--- config.mk ---
export PLATFORM = sky130hd
export DESIGN_NAME = clk_div_sched_flat
export DESIGN_NICKNAME = d
export VERILOG_FILES = /design/src/rtl/clk_div_sched_if.sv /design/src/rtl/clk_div_sched.sv /design/src/flat_wrapper.sv
export SDC_FILE = /design/constraint.sdc
export NUM_CORES = 1
export LEC_CHECK = 0
export CAP_MARGIN = 20
export CELL_PAD_IN_SITES_DETAIL_PLACEMENT = 1
export CELL_PAD_IN_SITES_GLOBAL_PLACEMENT = 1
export CORE_AREA = 2 2 120 122
export DETAILED_ROUTE_END_ITERATION = 6
export DIE_AREA = 0 0 122 124
export PLACE_DENSITY_LB_ADDON = 0.1
export SYNTH_ARGS = -nofsm -noshare
export SYNTH_HDL_FRONTEND = slang
export SYNTH_SLANG_ARGS = --single-unit
export TNS_END_PERCENT = 100
--- constraint.sdc ---
create_clock -name pclk -period 2.5 [get_ports pclk]
set_clock_uncertainty 0.1 [all_clocks]
set_input_delay 0.625 -clock pclk [delete_from_list [all_inputs] [get_ports pclk]]
set_output_delay 0.625 -clock pclk [all_outputs]
set_load 0.05 [all_outputs]
--- src/rtl/clk_div_sched_if.sv ---
// Configuration and clock-output bundle of the clock-enable scheduler.
// The master side owns divisor writes and run enables; the slave side owns status and divided clocks.
interface clk_div_sched_if #(
  parameter int NUM_CH = 4,
  parameter int DIV_W  = 8
);
  localparam int AW = (NUM_CH > 1) ? $clog2(NUM_CH) : 1;

  logic              cfg_we;
  logic [AW-1:0]     cfg_addr;
  logic [DIV_W-1:0]  cfg_wdata;
  logic [NUM_CH-1:0] ch_en;
  logic              rst_done;
  logic [NUM_CH-1:0] cfg_pend;
  logic [NUM_CH-1:0] div_clk;
  logic [NUM_CH-1:0] tick;

  modport master (
    output cfg_we, cfg_addr, cfg_wdata, ch_en,
    input  rst_done, cfg_pend, div_clk, tick
  );

  modport slave (
    input  cfg_we, cfg_addr, cfg_wdata, ch_en,
    output rst_done, cfg_pend, div_clk, tick
  );
endinterface

--- src/rtl/clk_div_sched.sv ---
// Programmable clock-enable scheduler: NUM_CH registered 50%-duty divided clocks with tick strobes,
// a start-up delay after reset release, and divisor changes deferred to period boundaries.
module clk_div_sched #(
  parameter int                       NUM_CH    = 4,
  parameter int                       DIV_W     = 8,
  parameter int                       START_DLY = 5,
  parameter logic [NUM_CH*DIV_W-1:0]  DEF_H     = {8'd7, 8'd3, 8'd1, 8'd0}
) (
  input  logic            pclk,
  input  logic            preset_n,
  clk_div_sched_if.slave  bus
);

  localparam int AW    = (NUM_CH > 1) ? $clog2(NUM_CH) : 1;
  localparam int DLY_W = (START_DLY > 1) ? $clog2(START_DLY) : 1;

  typedef enum logic {G_WAIT, G_ACTIVE} g_state_t;
  typedef enum logic [1:0] {CH_OFF, CH_RUN, CH_STOP} ch_state_t;

  g_state_t           g_state, g_next;
  logic [DLY_W-1:0]   dly_cnt, dly_next;
  logic               active;
  logic               addr_ok;

  always_ff @(posedge pclk or negedge preset_n) begin
    if (!preset_n) begin
      g_state <= G_WAIT;
      dly_cnt <= '0;
    end else begin
      g_state <= g_next;
      dly_cnt <= dly_next;
    end
  end

  // ACTIVE is entered on the START_DLY-th edge after release and held until reset.
  always_comb begin
    g_next   = g_state;
    dly_next = dly_cnt;
    case (g_state)
      G_WAIT: begin
        if (dly_cnt == DLY_W'(START_DLY - 1)) g_next = G_ACTIVE;
        else                                 dly_next = dly_cnt + 1'b1;
      end
      default: g_next = G_ACTIVE;
    endcase
  end

  assign active       = (g_state == G_ACTIVE);
  assign bus.rst_done = active;
  assign addr_ok      = (32'(bus.cfg_addr) < NUM_CH);

  generate
    for (genvar i = 0; i < NUM_CH; i++) begin : g_ch
      ch_state_t        state_q, state_d;
      logic [DIV_W-1:0] cnt_q, cnt_d;
      logic [DIV_W-1:0] h_q, h_d;
      logic [DIV_W-1:0] ph_q, ph_d;
      logic             div_q, div_d;
      logic             pend_q, pend_d;
      logic             tick_q, tick_d;
      logic             wr_hit, at_top, boundary;

      assign wr_hit = bus.cfg_we && addr_ok && (bus.cfg_addr == AW'(i));
      assign at_top = (cnt_q == h_q);

      always_ff @(posedge pclk or negedge preset_n) begin
        if (!preset_n) begin
          state_q <= CH_OFF;
          cnt_q   <= '0;
          h_q     <= DEF_H[i*DIV_W +: DIV_W];
          ph_q    <= '0;
          div_q   <= 1'b0;
          pend_q  <= 1'b0;
          tick_q  <= 1'b0;
        end else begin
          state_q <= state_d;
          cnt_q   <= cnt_d;
          h_q     <= h_d;
          ph_q    <= ph_d;
          div_q   <= div_d;
          pend_q  <= pend_d;
          tick_q  <= tick_d;
        end
      end

      // A low-phase stop exits at once; a high-phase stop keeps counting until the falling toggle.
      always_comb begin
        state_d  = state_q;
        cnt_d    = cnt_q;
        h_d      = h_q;
        ph_d     = ph_q;
        div_d    = div_q;
        pend_d   = pend_q;
        tick_d   = 1'b0;
        boundary = 1'b0;
        case (state_q)
          CH_OFF: begin
            if (active && bus.ch_en[i]) begin
              state_d = CH_RUN;
              cnt_d   = '0;
              div_d   = 1'b0;
            end
          end
          CH_RUN, CH_STOP: begin
            if (state_q == CH_RUN && !bus.ch_en[i] && !div_q) begin
              state_d = CH_OFF;
              cnt_d   = '0;
            end else begin
              if (at_top) begin
                cnt_d    = '0;
                div_d    = ~div_q;
                tick_d   = ~div_q;
                boundary = div_q;
              end else begin
                cnt_d = cnt_q + 1'b1;
              end
              if (bus.ch_en[i]) state_d = CH_RUN;
              else              state_d = boundary ? CH_OFF : CH_STOP;
            end
          end
          default: state_d = CH_OFF;
        endcase

        // The pending value lands on the falling toggle (or on stopping); a same-edge write re-arms it.
        if (pend_q && (boundary || state_d == CH_OFF)) begin
          h_d    = ph_q;
          pend_d = 1'b0;
        end
        if (wr_hit) begin
          if (state_q == CH_OFF) begin
            h_d = bus.cfg_wdata;
          end else begin
            ph_d   = bus.cfg_wdata;
            pend_d = 1'b1;
          end
        end
      end

      assign bus.div_clk[i]  = div_q;
      assign bus.tick[i]     = tick_q;
      assign bus.cfg_pend[i] = pend_q;
    end
  endgenerate

endmodule
--- src/flat_wrapper.sv ---
// flat-port wrapper written by rule: the top's interface ports become plain ports
module clk_div_sched_flat 
#(
  parameter int                       NUM_CH    = 4,
  parameter int                       DIV_W     = 8,
  parameter int                       START_DLY = 5,
  parameter logic [NUM_CH*DIV_W-1:0]  DEF_H     = {8'd7, 8'd3, 8'd1, 8'd0}
)
  (pclk, preset_n, bus_cfg_we, bus_cfg_addr, bus_cfg_wdata, bus_ch_en, bus_rst_done, bus_cfg_pend, bus_div_clk, bus_tick);
  clk_div_sched_if #(.NUM_CH(NUM_CH), .DIV_W(DIV_W)) bus_i ();
  input  logic pclk;
  input  logic preset_n;
  input wire logic [$bits(bus_i.cfg_we)-1:0] bus_cfg_we;
  input wire logic [$bits(bus_i.cfg_addr)-1:0] bus_cfg_addr;
  input wire logic [$bits(bus_i.cfg_wdata)-1:0] bus_cfg_wdata;
  input wire logic [$bits(bus_i.ch_en)-1:0] bus_ch_en;
  output wire logic [$bits(bus_i.rst_done)-1:0] bus_rst_done;
  output wire logic [$bits(bus_i.cfg_pend)-1:0] bus_cfg_pend;
  output wire logic [$bits(bus_i.div_clk)-1:0] bus_div_clk;
  output wire logic [$bits(bus_i.tick)-1:0] bus_tick;
  assign bus_i.cfg_we = bus_cfg_we;
  assign bus_i.cfg_addr = bus_cfg_addr;
  assign bus_i.cfg_wdata = bus_cfg_wdata;
  assign bus_i.ch_en = bus_ch_en;
  assign bus_rst_done = bus_i.rst_done;
  assign bus_cfg_pend = bus_i.cfg_pend;
  assign bus_div_clk = bus_i.div_clk;
  assign bus_tick = bus_i.tick;
  clk_div_sched #(.NUM_CH(NUM_CH), .DIV_W(DIV_W), .START_DLY(START_DLY), .DEF_H(DEF_H)) u_core (.pclk(pclk), .preset_n(preset_n), .bus(bus_i));
endmodule
==> metrics.yaml, run 1 <==
place:
  dpl.hpwl_um: 11570
  gp_congestion: 0.7955
  io_buffers: 29
  dp_slack_ns: -0.2443
  dpl_cell_area_um2: 7219
worst_setup_path:
  required_ns: 1.77
  startpoint_type: "register"
  cp-end-kind: "output port"
  worstSetupPathType: "register to output port"
  arrival_ns: 1.71
  cp_num_cells: 1
  path_delay_family: "buffers and inverters"
  r2r_cells: 7
  worst_path_max_delay_cell: "clkdlybuf4s50_1"
  crit_buf_inv: 1
  cp_max_fo: 7
  crit_chain: "clkdlybuf4s50_1"
  cp_slowest_stage_delay_ns: 0.84
synth:
  ys_ff_latch: 120
  yosysTopAreaCellShare_pct: 43.63
  ys_warn_count: 0
  yosysTopAreaCell: "dfrtp_1"
  ys_seq_area_share_pct: 46.04
  syn_avg_cell_area_um2: 10.15
  synth_area_um2: 6539
  synth_cells: 644
  synthTopCellsByArea: "dfrtp_1, xor2_1, mux2_2"
  synth_ff_type: "dfrtp_1"
  synth_nets: 679
  synth_edf_count: 0
  async_reset_ff_share_pct: 100.0
  yosysUniqueCellTypes: 57
sta:
  fin_ws_ns: 0.06530
  rsz0062_at_grt: "false"
  worst_slew_pin_slew_ns: 0.5590
  min_period_ns: 2.435
  max_freq_mhz: 410.7
  finalSetupViolCount: 0
  hold_violations: 0
  min_period_over_period_pct: 97.39
  drv_slew: 0
  slew_headroom_pct: 62.73
drt:
  drtIter0Drc: 275
  wirelength_um: 17200
  routed_via_density: 5.762
  antenna_left: 0
  routedWlPerCell_um: 19.22
  drc: 0
  via_count: 5157
  drtPass1Iterations: 6
grt:
  overflow: 0
  grt_pass1_vias: 5560
  grt.total_usage_pct: 24.69
  grt_pass1_wl_um: 28700
  grt_max_degree: 41
  antenna_found_initial: 0
cts:
  cts_made_buffers: 17
  cts_tree: "done"
  cts.clk_slew.worst_paths_ns: 0.05
  clk_latency_ns: 0.42
  clock-sinks: 120
  cts-root-buf: "clkbuf_16"
  cts_htree_levels: 4
  cts_buffer_depth: 2
layout:
  final_common_cell: "dfrtp_1"
  layout-drive-gt1-share_pct: 18.04
  final.fill_count: 1525
  area_growth_pct: 20.69
  nNetsFinal: 737
  design_area_um2: 7891
  diodes: 0
  mostFrequentLayoutCells: "dfrtp_1, nand2_1, nor2_1, xor2_1, buf_4"
power:
  p_int_uw: 6156
  p_clk_share_pct: 28.0
  power.switching_uw: 3564
  peakVddDrop_uv: 656.8
  power.leakage_uw: 0.003491
  pwr-share-comb_pct: 39.3
  cellPowerDensity_nw_per_um2: 1232
  seq_power_share_pct: 32.7
  swShare_pct: 36.67
floorplanning:
  die_h_um: 124
  core-area_um2: 13720
  start_util_pct: 47.66
  dieArea_um2: 15130
  core.rowCount: 43
  die_w_um: 122
  pin_count: 30
outcome:
  status: "completed"
job:
  cap_viol_max_count: 0
worst_hold_path:
  worstHoldPathType: "primary input to async pin"
[layout make-up]
cell class                      instances  area, µm²  share of cell area, %
Multi-Input combinational cell        469       3289                  41.68
Sequential cell                       120       3010                  38.15
Timing Repair Buffer                   70      628.1                  7.959
Clock buffer                           23      478.0                  6.057
Tap cell                              180      225.2                  2.854
Clock inverter                          9      170.2                  2.156
Inverter                               24      90.09                  1.142
[cell usage after synthesis (3+ instances only)]
master and number:
dfrtp_1 114, clkbuf_1 12, a31oi_1 4, and3_1 7, o21a_1 3, a21o_1 12, or2_2 4, a211o_1 5
nand3_1 13, dfstp_2 6, nor4_1 4, nor3_1 9, mux2i_1 4, nand2b_1 27, nor4b_1 3, nor2_1 53
a221o_1 33, or3_1 4, a22o_1 5, ha_1 18, nand4_1 9, nand2_1 54, mux2_2 34, inv_1 24
nor4_4 4, buf_4 13, nor2b_1 8, xor2_1 44, o21ai_0 35, a21oi_1 37, buf_1 3
[worst paths after layout]
path / from / end / slack [ns]
worst max register to register: u_core.g_ch[0].state_q[0]$_DFF_PN0_ / u_core.g_ch[0].h_q[7]$_DFF_PN0_ / 0.15
worst min-delay path: preset_n / u_core.g_ch[3].tick_q$_DFF_PN0_ / 0.1
worst max-delay path: u_core.g_ch[2].div_q$_DFFE_PN0P_ / bus_div_clk[2] / 0.07
max in group asynchronous: preset_n / u_core.g_ch[2].cnt_q[3]$_DFFE_PN0P_ / 1.47
worst min register to register: u_core.dly_cnt[2]$_DFFE_PN0P_ / u_core.dly_cnt[2]$_DFFE_PN0P_ / 0.39
min in group pclk: u_core.dly_cnt[2]$_DFFE_PN0P_ / u_core.dly_cnt[2]$_DFFE_PN0P_ / 0.39
[state kept, by name, summed over array words and instances, names as in the netlist]
register             count
u_core.g_ch.cnt_q       32
u_core.g_ch.h_q         32
u_core.g_ch.ph_q        32
u_core.g_ch.state_q      8
u_core.g_ch.div_q        4
u_core.g_ch.pend_q       4
u_core.g_ch.tick_q       4
u_core.dly_cnt           3
u_core.bus.rst_done      1
[per-layer routing]
metal / GRT usage (%) / wire, µm / vias to the layer above
met2: 43.54 / 8980 / 74
met1: 30.02 / 7488 / 2636
met4: 7.328 / 306 / 0
met3: 5.998 / 429 / 24
li1: - / - / 2423
met5: 0 / 0 / -
[power groups by stage]
stage / Combinational (µW) / Sequential [µW] / Clock [µW]
after floorplan: 2850 / 2950 / 0
after global placement: 3530 / 3140 / 0
after detailed placement: 3750 / 3180 / 0
after CTS: 3800 / 3170 / 2770
after global routing: 4240 / 3270 / 2850
final: 3820 / 3180 / 2720
[metrics by stage]
| step | hold WS (ns) | setup TNS, ns | utilization, % | cells | total power, µW |
|---|---|---|---|---|---|
| final | 0.09763 | 0 | 57.52 | 895 | 9720 |
| after detailed placement | 0.3883 | -4.780 | 52.62 | 863 | 6929 |
| after CTS | 0.1068 | 0 | 57.31 | 895 | 9735 |
| after global placement | 0.3619 | -2.584 | 52.62 | 863 | 6668 |
| after floorplan | 0.2294 | 0 | - | 644 | 5794 |
| after global routing | 0.1232 | 0 | 57.52 | 895 | 10350 |
[cells by family after synthesis]
logic type	Yosys count	synth area share [%]
fa+ha+maj	18	3.444
flops	120	46.04
compound gates	155	16.57
buf+inv	55	4.057
mux	38	6.468
xor+xnor	46	6.162
simple gates	212	17.26
[what timing repair did]
action                                 4_1_cts  5_1_grt
pin swaps                                    0        1
resized for setup                            4        5
hold buffers                                 0        0
cloned                                       0        0
endpoints found under the hold margin        0        0
setup endpoints to repair                    4       19
setup buffers                                0        0
Power figures use the tool's default switching activity.
==> run 2, diff against run 1 <==
--- a/config.mk
+++ b/config.mk
@@ -8,9 +8,9 @@
 export CAP_MARGIN = 20
 export CELL_PAD_IN_SITES_DETAIL_PLACEMENT = 1
 export CELL_PAD_IN_SITES_GLOBAL_PLACEMENT = 1
-export CORE_AREA = 2 2 120 122
+export CORE_AREA = 2 2 131 133
 export DETAILED_ROUTE_END_ITERATION = 6
-export DIE_AREA = 0 0 122 124
+export DIE_AREA = 0 0 133 135
 export PLACE_DENSITY_LB_ADDON = 0.1
 export SYNTH_ARGS = -nofsm -noshare
 export SYNTH_HDL_FRONTEND = slang
==> metrics.yaml, run 2 (synthesis gave the netlist of run 1 again) <==
outcome:
  status: "completed"
power:
  finalPower_uw: 9033  # -7.1%
  power.switching_uw: 3426  # -3.9%
  pwr-share-comb_pct: 40.9  # +1.6 points
  seq_power_share_pct: 34.9  # +2.2 points
  power.leakage_uw: 0.003427  # -1.8%
  p_int_uw: 5608  # -8.9%
  cellPowerDensity_nw_per_um2: 1159  # -5.9%
  peakVddDrop_uv: 556.8  # -15%
  swShare_pct: 37.92  # +1.3 points
  p_clk_share_pct: 24.1  # -3.9 points
worst_hold_path:
  worstHoldPathType: "primary input to async pin"
grt:
  grt_pass1_vias: 5539  # -0.38%
  grt.total_usage_pct: 19.94  # -4.7 points
  antenna_found_initial: 0  # unchanged
  grt_pass1_wl_um: 28290  # -1.4%
  grt_max_degree: 43  # +4.9%
  overflow: 0  # unchanged
cts:
  cts_buffer_depth: 2  # unchanged
  clock-sinks: 120  # unchanged
  ctsHoldBuffers: 0  # unchanged
  cts_made_buffers: 17  # unchanged
  cts_htree_levels: 4  # unchanged
  clk_latency_ns: 0.42  # about the same
  cts-root-buf: "clkbuf_16"
  cts_tree: "done"
  cts.clk_slew.worst_paths_ns: 0.05  # about the same
floorplanning:
  start_util_pct: 39.85  # -7.8 points
  core-area_um2: 16410  # +20%
  die_h_um: 135  # +8.9%
  die_w_um: 133  # +9.0%
  dieArea_um2: 17960  # +19%
  pin_count: 30  # unchanged
  core.rowCount: 47  # +9.3%
layout:
  diodes: 0  # unchanged
  area_growth_pct: 19.21
  final_common_cell: "dfrtp_1"
  mostFrequentLayoutCells: "dfrtp_1, nand2_1, nor2_1, xor2_1, buf_4"
  layout-drive-gt1-share_pct: 17.43  # -0.61 points
  nNetsFinal: 739  # +0.27%
  largest_registers: "u_core.g_ch.cnt_q: 32 flops, u_core.g_ch.h_q: 32 flops, u_core.g_ch.ph_q: 32 flops"
worst_setup_path:
  cp_max_fo: 7  # unchanged
  rrSetupSlack_ns: 0.17  # +0.02 ns
  cp_slowest_stage_delay_ns: 0.84  # about the same
  worst_path_max_delay_cell: "clkdlybuf4s50_1"
  crit_buf_inv: 1  # unchanged
  startpoint_type: "register"
  cp-end-kind: "output port"
  worstReg2RegStart: "u_core.g_ch[1].state_q[0]$_DFF_PN0_"
  r2r-end: "u_core.g_ch[1].h_q[3]$_DFF_PN0_"
  crit_chain: "clkdlybuf4s50_1"
  r2r_cells: 6  # -1
  required_ns: 1.77  # about the same
  worstSetupPathType: "register to output port"
  path_delay_family: "buffers and inverters"
  arrival_ns: 1.69  # -0.02 ns
drt:
  via_count: 5040  # -2.3%
  antenna_left: 0  # unchanged
  routedWlPerCell_um: 17.66  # -8.1%
  wirelength_um: 16550  # -3.8%
  routed_via_density: 5.379  # -6.6%
  drtPass1Iterations: 4  # -2
  drc: 0  # unchanged
  drtIter0Drc: 210  # -24%
place:
  io_buffers: 29  # unchanged
  dp_slack_ns: -0.2478  # -0.003526 ns
  gp_congestion: 0.8069  # +1.4%
  dpl.hpwl_um: 11860  # +2.5%
sta:
  finalSetupTns_ns: 0  # unchanged
  rsz0062_at_grt: "false"
  worst_slew_pin_slew_ns: 0.5792  # +0.02018 ns
  max_freq_mhz: 413.5  # +0.67%
  drv_slew: 0  # unchanged
  slew_headroom_pct: 61.39  # -1.3 points
  min_period_ns: 2.418  # -0.01629 ns
  fin_ws_ns: 0.08159  # +0.01629 ns
  hold_violations: 0  # unchanged
  min_period_over_period_pct: 96.74  # -0.65 points
  finalSetupViolCount: 0  # unchanged
  worst_hold_slack_ns: 0.1093  # +0.01163 ns
job:
  cap_viol_max_count: 0  # unchanged
## run 2: power groups by stage
stage / clock (µW) / combinational (µW) / sequential (µW)
3_5_place_dp: 0 / 3720 / 3170
3_3_place_gp: 0 / 3530 / 3140
6_report: 2180 / 3700 / 3160
5_1_grt: 2330 / 4160 / 3250
4_1_cts: 2250 / 3740 / 3160
2_1_floorplan: 0 / 2850 / 2950
## run 2: worst max path at each step
stage	slack, ns	endpoint	start	cells after the start
floorplan	0.34	u_core.g_ch[0].cnt_q[5]$_DFFE_PN0P_	u_core.bus.rst_done$_DFF_PN0_	6
detailed placement	-0.25	u_core.g_ch[1].h_q[6]$_DFF_PN0_	bus_ch_en[1]	6
finish	0.08	bus_div_clk[3]	u_core.g_ch[3].div_q$_DFFE_PN0P_	1
global route	0.005	u_core.g_ch[1].h_q[3]$_DFF_PN0_	u_core.g_ch[1].state_q[0]$_DFF_PN0_	6
CTS	0.004	bus_div_clk[1]	u_core.g_ch[1].div_q$_DFFE_PN0P_	1
global placement	-0.16	u_core.g_ch[1].h_q[6]$_DFF_PN0_	bus_ch_en[1]	6
## run 2: what timing repair did
action / CTS / global route
cloned: 0 / 0
setup endpoints to repair: 3 / 9
setup buffers: 0 / 0
gates resized for setup: 3 / 2
## run 2: cell type report
| class | instances | area, µm² |
|---|---|---|
| fillers | 1805 | 8612 |
| well taps | 220 | 275.3 |
| inverters | 24 | 90.09 |
| flip-flops and latches | 120 | 3010 |
| clock inverters | 5 | 25.02 |
| multi-input cells | 469 | 3269 |
| clock buffers | 27 | 493.0 |
| repair buffers | 72 | 631.9 |
## run 2: layer usage
layer	share of wire (%)	global-route usage [%]
met1	46	24.90
met2	51	34.37
met4	1.3	6.213
met3	2.2	4.692
met5	0	0
## run 2: per-stage QoR
step	util, %	std cells	instance area [µm²]
final	47.51	937	7795
after floorplan	-	644	6539
after CTS	47.46	937	7786
after global placement	44.32	905	7272
after global routing	47.51	937	7795
after detailed placement	44.32	905	7272
## run 2: worst register-to-register path: cells and delay by family, from the launching register on
kind | cells | cell delay [ns]
buf+inv | 1 | 0.07
simple gates | 1 | 0.24
compound gates | 3 | 1.06
flops | 1 | 0.43
fa+ha+maj | 1 | 0.32
==> run 3, diff against run 2 <==
--- a/config.mk
+++ b/config.mk
@@ -12,6 +12,7 @@
 export DETAILED_ROUTE_END_ITERATION = 6
 export DIE_AREA = 0 0 133 135
 export PLACE_DENSITY_LB_ADDON = 0.1
+export SKIP_LAST_GASP = 1
 export SYNTH_ARGS = -nofsm -noshare
 export SYNTH_HDL_FRONTEND = slang
 export SYNTH_SLANG_ARGS = --single-unit
==> results of run 3 <==
No change in the layout: final DEF, timing and power equal those of run 2.
